--- config.mk ---
export PLATFORM = sky130hd
export DESIGN_NAME = sum_result_buffer
export DESIGN_NICKNAME = d
export VERILOG_FILES = /design/src/rtl/sum_buf_pkg.sv /design/src/rtl/sum_fifo_ctrl.sv /design/src/rtl/sum_result_buffer.sv
export SDC_FILE = /design/constraint.sdc
export NUM_CORES = 1
export LEC_CHECK = 0
export ABC_AREA = 1
export ABC_CLOCK_PERIOD_IN_PS = 2600
export CAP_MARGIN = 20
export CELL_PAD_IN_SITES_DETAIL_PLACEMENT = 1
export CELL_PAD_IN_SITES_GLOBAL_PLACEMENT = 1
export CORE_MARGIN = 8
export CORE_UTILIZATION = 40
export DETAILED_ROUTE_END_ITERATION = 8
export PLACE_DENSITY_LB_ADDON = 0.2
export REMOVE_ABC_BUFFERS = 1
export SLEW_MARGIN = 30
export SYNTH_ARGS = -nofsm -noshare
export SYNTH_HDL_FRONTEND = slang
export SYNTH_SLANG_ARGS = --single-unit
--- constraint.sdc ---
create_clock -name clk -period 2.6 [get_ports clk]
set_input_delay 0.39 -clock clk [delete_from_list [all_inputs] [get_ports clk]]
set_output_delay 0.39 -clock clk [all_outputs]
set_load 0.01 [all_outputs]
--- src/rtl/sum_buf_pkg.sv ---
// Shared sizing for the nibble-adder result buffer.
// Default widths and derived pointer/counter widths.
package sum_buf_pkg;
  localparam int DATA_W = 5;
  localparam int DEPTH  = 4;
  localparam int ACC_W  = 8;
  localparam int PTR_W  = $clog2(DEPTH);
  localparam int CNT_W  = PTR_W + 1;
endpackage

--- src/rtl/sum_fifo_ctrl.sv ---
// Pointer/occupancy control for the result FIFO.
// Qualifies push/pop and flags dropped samples.
module sum_fifo_ctrl #(
  parameter int DEPTH = sum_buf_pkg::DEPTH,
  localparam int PTR_W = $clog2(DEPTH),
  localparam int CNT_W = PTR_W + 1
) (
  input  logic             clk,
  input  logic             rst_n,
  input  logic             ena,
  input  logic             in_valid,
  input  logic             out_ready,
  output logic             push,
  output logic             pop,
  output logic             drop,
  output logic [PTR_W-1:0] wr_ptr,
  output logic [PTR_W-1:0] rd_ptr,
  output logic [CNT_W-1:0] count,
  output logic             full,
  output logic             empty
);

  // Occupancy flags and handshake qualification
  always_comb begin
    full  = (count == CNT_W'(DEPTH));
    empty = (count == '0);
    pop   = ena & ~empty & out_ready;
    push  = ena & in_valid & (~full | pop);
    drop  = ena & in_valid & full & ~pop;
  end

  // Pointers wrap naturally since DEPTH is a power of two
  always_ff @(posedge clk or negedge rst_n) begin
    if (!rst_n) begin
      wr_ptr <= '0;
      rd_ptr <= '0;
    end else begin
      if (push) wr_ptr <= wr_ptr + PTR_W'(1);
      if (pop)  rd_ptr <= rd_ptr + PTR_W'(1);
    end
  end

  // Occupancy moves only when exactly one side fires
  always_ff @(posedge clk or negedge rst_n) begin
    if (!rst_n) begin
      count <= '0;
    end else begin
      unique case ({push, pop})
        2'b10:   count <= count + CNT_W'(1);
        2'b01:   count <= count - CNT_W'(1);
        default: count <= count;
      endcase
    end
  end

endmodule

--- src/rtl/sum_result_buffer.sv ---
// Result buffer behind the nibble adder: FIFO of results
// plus a running modulo accumulator and sticky overflow.
module sum_result_buffer #(
  parameter int DATA_W = sum_buf_pkg::DATA_W,
  parameter int DEPTH  = sum_buf_pkg::DEPTH,
  parameter int ACC_W  = sum_buf_pkg::ACC_W,
  localparam int PTR_W = $clog2(DEPTH),
  localparam int CNT_W = PTR_W + 1
) (
  input  logic              clk,
  input  logic              rst_n,
  input  logic              ena,
  input  logic              in_valid,
  input  logic [DATA_W-1:0] in_data,
  input  logic              out_ready,
  output logic              out_valid,
  output logic [DATA_W-1:0] out_data,
  output logic [CNT_W-1:0]  count,
  output logic              full,
  output logic              empty,
  output logic              overflow,
  output logic [ACC_W-1:0]  acc,
  input  logic              acc_clr
);

  logic              push;
  logic              pop;
  logic              drop;
  logic              clr;
  logic [PTR_W-1:0]  wr_ptr;
  logic [PTR_W-1:0]  rd_ptr;
  logic [ACC_W-1:0]  in_ext;
  logic [DATA_W-1:0] mem [DEPTH];

  sum_fifo_ctrl #(.DEPTH(DEPTH)) u_ctrl (
    .clk       (clk),
    .rst_n     (rst_n),
    .ena       (ena),
    .in_valid  (in_valid),
    .out_ready (out_ready),
    .push      (push),
    .pop       (pop),
    .drop      (drop),
    .wr_ptr    (wr_ptr),
    .rd_ptr    (rd_ptr),
    .count     (count),
    .full      (full),
    .empty     (empty)
  );

  // Fall-through head, zero when empty; clear gated by ena
  always_comb begin
    out_valid = ~empty;
    out_data  = empty ? '0 : mem[rd_ptr];
    clr       = ena & acc_clr;
    in_ext    = ACC_W'(in_data);
  end

  // Storage is not reset; only written on an accepted push
  always_ff @(posedge clk) begin
    if (push) mem[wr_ptr] <= in_data;
  end

  // Accumulator: clear wins, but a coincident push seeds it
  always_ff @(posedge clk or negedge rst_n) begin
    if (!rst_n) begin
      acc <= '0;
    end else if (clr) begin
      acc <= push ? in_ext : '0;
    end else if (push) begin
      acc <= acc + in_ext;
    end
  end

  // Sticky overflow: a drop beats a same-cycle clear
  always_ff @(posedge clk or negedge rst_n) begin
    if (!rst_n) begin
      overflow <= 1'b0;
    end else if (drop) begin
      overflow <= 1'b1;
    end else if (clr) begin
      overflow <= 1'b0;
    end
  end

endmodule

; After elaboration in Yosys (flattened, before gate mapping)
; Memory sizes are Yosys's and may differ from the RTL's.
; Index checks and enable logic that the tools add are counted.
[totals]
ramBits = 20
regBits = 16
latchBits = 0
romBits = 0
in_bits = 11
mem_count = 1
output_inout_bits = 20
[mem_list]
columns = memory, depth, word_bits, rd, rd_ports_with_merged_regs, write_ports, line_no
row1 = mem, 4, 5, 1, 0, 1, sum_result_buffer.sv:33  ; logic [DATA_W-1:0] mem [DEPTH];
[classes]
n_mux = 9
reduce_logical = 4
n_mul = 0
n_div = 0
n_bitwise = 11
order_cmp = 0
eq_ne = 3
add_sub_neg = 5
shift = 0
[ops]
columns = operator, n
row1 = two-way mux 8 bit, 2
row2 = two-way mux 5 bit, 2
row3 = adder 8 x 5 -> 8 bit, 1
row4 = bitwise AND 1 bit, 7
row5 = case mux 3 bit (2 select lines), 1
row6 = nonzero test 2 bit, 3
row7 = adder 2 x 1 -> 2 bit (second input constant), 2
row8 = two-way mux 1 bit, 4
row9 = adder 3 x 1 -> 3 bit (second input constant), 1
row10 = equality test 3 bit (second input constant), 1
row11 = logical NOT 3 bit, 1
row12 = NOT 1 bit, 3
row13 = subtractor 3 x 1 -> 3 bit (second input constant), 1
row14 = equality test 2 x 1 -> 1 bit (second input constant), 1
row15 = equality test 2 bit (second input constant), 1
row16 = bitwise OR 1 bit, 1

; Depth between registers and ports, before layout
[logic_depth]
word_depth = 8
ltp_mapped = 10

; Cells and area by module
; Synthesis repeated with hierarchy kept, for this count alone.
[hier_totals]
cells_unflattened = 217
hier_area_um2 = 1870.5
[by_module_without_submodules]
columns = mod, instances, cells_per_inst, seq_area_each_um2, area_per_inst_um2
row1 = sum_result_buffer, 1, 157, 825.8, 1443.9
row2 = sum_fifo_ctrl, 1, 60, 175.2, 426.7

; Worst setup path after synthesis
; No wires, ideal clock.
[synth_timing]
path_type = reg-to-reg
start = reg u_ctrl.count[0]
end = reg u_ctrl.count[2]
arrival_ns = 1.826
n_path_buf = 1
stages_incl_launch_ff = 11
period_less_slack_ns = 1.957
path_slack_ns = 0.643
setup_ns = 0.131
path_cell_list = dfrtp_1 nor2_2 nand3_2 nand2_2 buf_6 ha_1 inv_1 fa_1 a21oi_1 o21ai_0 xor2_1
[synth_via]
elab_chain_len = 8
elab_cells_between_ends = 14
cone_classes = add/sub (2) / eq/ne (3) / mux (1) / bitwise (6) / reduce/logical (2)
[synth_rtl]
columns = element, line_no
row1 = from (decl), sum_fifo_ctrl.sv:18  ; output logic [CNT_W-1:0] count,
row2 = from (signal assigned), sum_fifo_ctrl.sv:49  ; 2'b10: count <= count + CNT_W'(1);
row3 = from (signal assigned), sum_fifo_ctrl.sv:50  ; 2'b01: count <= count - CNT_W'(1);
row4 = from (signal assigned), sum_fifo_ctrl.sv:51  ; default: count <= count;
row5 = logical NOT 3 bit, sum_fifo_ctrl.sv:26  ; empty = (count == '0);
row6 = NOT 1 bit, sum_fifo_ctrl.sv:27  ; pop = ena & ~empty & out_ready;
row7 = bitwise AND 1 bit (2 in a row), sum_fifo_ctrl.sv:27
row8 = bitwise OR 1 bit, sum_fifo_ctrl.sv:28  ; push = ena & in_valid & (~full | pop);
row9 = bitwise AND 1 bit, sum_fifo_ctrl.sv:28
row10 = equality test 2 x 1 -> 1 bit or equality test 2 bit (tied branches), sum_fifo_ctrl.sv:48  ; unique case ({push, pop})
row11 = case mux 3 bit (2 select lines) or nonzero test 2 bit (tied branches), n/a
; Parallel ways exist; a longest one is shown, timed or not.
; A chain may end at the register's enable or synchronous reset.

; Final worst setup path
[layout_timing]
start = reg u_ctrl.rd_ptr[1]
end = out out_data[2]
[layout_via]
elab_chain_len = 2
[layout_rtl]
columns = element, line_no
row1 = from (decl), sum_fifo_ctrl.sv:17  ; output logic [PTR_W-1:0] rd_ptr,
row2 = from (signal assigned), sum_fifo_ctrl.sv:39  ; if (pop) rd_ptr <= rd_ptr + PTR_W'(1);
row3 = memory read (4 x 5 bit), n/a
row4 = two-way mux 5 bit, sum_result_buffer.sv:54  ; out_data = empty ? '0 : mem[rd_ptr];
row5 = to (decl), sum_result_buffer.sv:17  ; output logic [DATA_W-1:0] out_data,
; Every way passes these cells.

==> key figures <==
Worst setup path
  – Crit path buffers/inverters: 2
  – Crit Path Class: reg -> out
  – CP max stage delay: 0.57 ns
  – Delay-heaviest family, CP: buffers and inverters
  – Worst Path Arrival: about 1.9 ns
  – Worst path required time: 2.21 ns
  – Register-to-Register Setup Slack: between 0.5 and 0.6 ns
  – Crit path cell chain: inv_1 -> nor2_1 -> o21ai_0 -> a21oi_1 -> clkdlybuf4s50_1
  – Launch point of the critical path: u_ctrl.rd_ptr[1]
  – Crit-path max FO: 7
  – Worst r2r src: u_ctrl.count[0]
  – Worst setup SP type: register
  – Master of the slowest instance on the critical path: clkdlybuf4s50_1
  – Critical Path Sink Type: output pin

Clocking
  – CTS resizes: 0
  – Post-CTS Setup Bufs: 0
  – Worst-Skew Late Latency: 0.30 ns
  – Clk sinks: 36
  – CTS buffer count: 5
  – CTS H-tree lvls: 2
  – CTS tree: built
  – Buffer depth of the longest clock path: 2
  – Clock transition at the registers of the reported paths: 0.08 ns
  – Clock root buffer master: clkbuf_8
  – Hold-fix buffer count after cts: 0

Logic synthesis
  – Area leader, netlist: edfxtp_1
  – Most area-consuming cells after synthesis: edfxtp_1, dfrtp_1, nor2_1, ha_1, nand2_1
  – Sequential area share after synthesis: approximately 53%
  – Post-synth top area share: between 30% and 40%
  – Cell variety after synth: 26
  – Syn Inst Count: slightly above 200
  – Register bit total from synthesis: 36
  – Post-Syn Area per Cell: between 9 and 10 um^2
  – Synthesized area: ~1900 um^2
  – Number of synthesis warnings: 0

Floorplan
  – # IOs: 31
  – Core box area: roughly 4600 um^2
  – Die area: 7130 um^2
  – Die Ht: 84.5 um
  – FP Rows: 25
  – Initial Util: between 40 and 50%
  – Die Width: around 84 um

Finish
  – Fillers: ~560
  – Share of cells above drive strength 1: between 7 and 8%
  – Commonest non-fill, non-tap cell in the layout: nor2_1
  – Final core area utilization: roughly half
  – Register area: 1000 um^2
  – Ant diodes: 0
  – Commonest non-fill, non-tap cells in the layout: nor2_1, nand2_1, clkdlybuf4s50_1
  – Area Overhead vs Synth: 25.2%
  – Final nets: ~260
  – Area occupied by multi-input gates: ~750 um^2

Route
  – WL/cell: approximately 16 um
  – DRC: 0
  – Via density per instance: ~4.9
  – Antenna Nets Post-Route: 0
  – Final wirelength: ~4700 um
  – Routed vias: around 1400
  – DRT Pass-1 Iters: 4
  – Initial detailed-routing violation count: 94

Hold path
  – Tightest Hold Check Type: reg -> reg
  – Min-delay src: acc[4]

Status
  – Status: finished clean

STA
  – Final setup violation count: 0
  – Worst Skew: about 0.0040 ns
  – Worst-Margin Slew: just under 0.8 ns
  – Setup TNS: 0 ns
  – RSZ-0062 raised after global routing: false
  – Slew headroom: approximately 47%
  – Fin. Hold Viols: 0
  – Max frequency: 436 MHz
  – Final Cycle Share: between 80% and 90%
  – Pins Over Slew Limit: 0
  – Fin crit period: 2.30 ns

Global route
  – GRT overflow: 0
  – Initial antenna violation count: 0
  – Vias in the first global route: 1594
  – Pin count of the biggest net entering global routing: 17
  – Global-route wire length before repair: about 8000 um
  – Total GRT Usage: roughly 14%

Flow run
  – Max-Cap Viols: 0

Pwr
  – Peak supply drop: between 0.3 and 0.4 mV
  – Pwr Density: ~1000 nW/um^2
  – Static Leak: 1.03 nW

Placement
  – Placer congestion estimate: slightly below 0.8
  – DP HPWL: between 3000 and 4000 um
  – Number of port buffers: 30
==> sequential cells by signal (all words and copies together) (netlist names) <==
register,flops
mem,20
acc,8
u_ctrl.count,3
u_ctrl.rd_ptr,2
u_ctrl.wr_ptr,2
overflow,1
==> where the power goes <==
part	internal, mW	switching, mW	leakage, nW
Sequential	0.734	0.150	0.382
Clock	0.285	0.216	0.0552
Combinational	0.508	0.557	0.594
==> worst min-delay path, cell delays in order (launching register included) <==
cell and delay (ns):
dfrtp_1 0.38, nand2_1 0.07, nand2_1 0.05
==> cell families after synthesis <==
| logic type | after synthesis | synth area share [%] |
|---|---|---|
| flip-flops | 36 | 53.4 |
| XOR/XNOR | 5 | 2.34 |
| buffers and inverters | 31 | 6.81 |
| AO/OA/AOI/OAI | 35 | 9.95 |
| AND/OR/NAND/NOR | 85 | 18.7 |
| adder cells (fa/ha/maj) | 12 | 8.81 |
==> cell type report <==
type,instances,area share [%]
Clock inverter,2,1.49
Inverter,26,4.32
Clock buffer,6,3.09
Multi-Input combinational cell,137,31.8
Sequential cell,36,42.7
Tap cell,54,2.88
Timing Repair Buffer,33,13.8
==> metal layers <==
layer  GRT usage, %  up-vias  wire length (um)
met1           16.8      684              2100
met5              0        -                 0
met3           4.98        6               250
met4           3.40        0                49
met2           24.4       20              2340
li1               -      732                 -
==> path summary, 6_finish.rpt <==
check	endpoint	cells past startpoint
setup / recovery	out_data[2]	5
hold / removal	acc[4]	2
setup reg to reg	u_ctrl.count[2]	10
hold reg to reg	acc[4]	2
max in group asynchronous	u_ctrl.rd_ptr[0]	1
min in group asynchronous	acc[7]	1
==> synthesized netlist by cell type <==
cell	instances
nor2_1	38
nand2_1	33
inv_1	25
edfxtp_1	20
o21ai_0	18
dfrtp_1	16
a21oi_1	12
ha_1	10
nand3_1	6
xor2_1	4
buf_2	3
fa_1	2
nand4_1	2
nor2_2	2
o21ai_1	2
a21boi_0	1
buf_6	1
clkbuf_1	1
inv_2	1
nand2_2	1
nand3_2	1
nand3b_1	1
nor3_1	1
o22ai_1	1
o31ai_2	1
xnor2_1	1
==> stage by stage <==
stage                     hold slack [ns]  power, mW  instances  setup slack, ns  cell area, um^2
after floorplan                    0.0944       1.45        199            0.652             1840
after global placement              0.479       1.93        286            0.257             2230
after detailed placement            0.511       1.97        286            0.229             2230
after CTS                           0.535       2.48        294            0.143             2340
after global routing                0.585       2.65        294            0.138             2350
final                               0.533       2.45        294            0.305             2350
(Power assumes the default switching activity.)
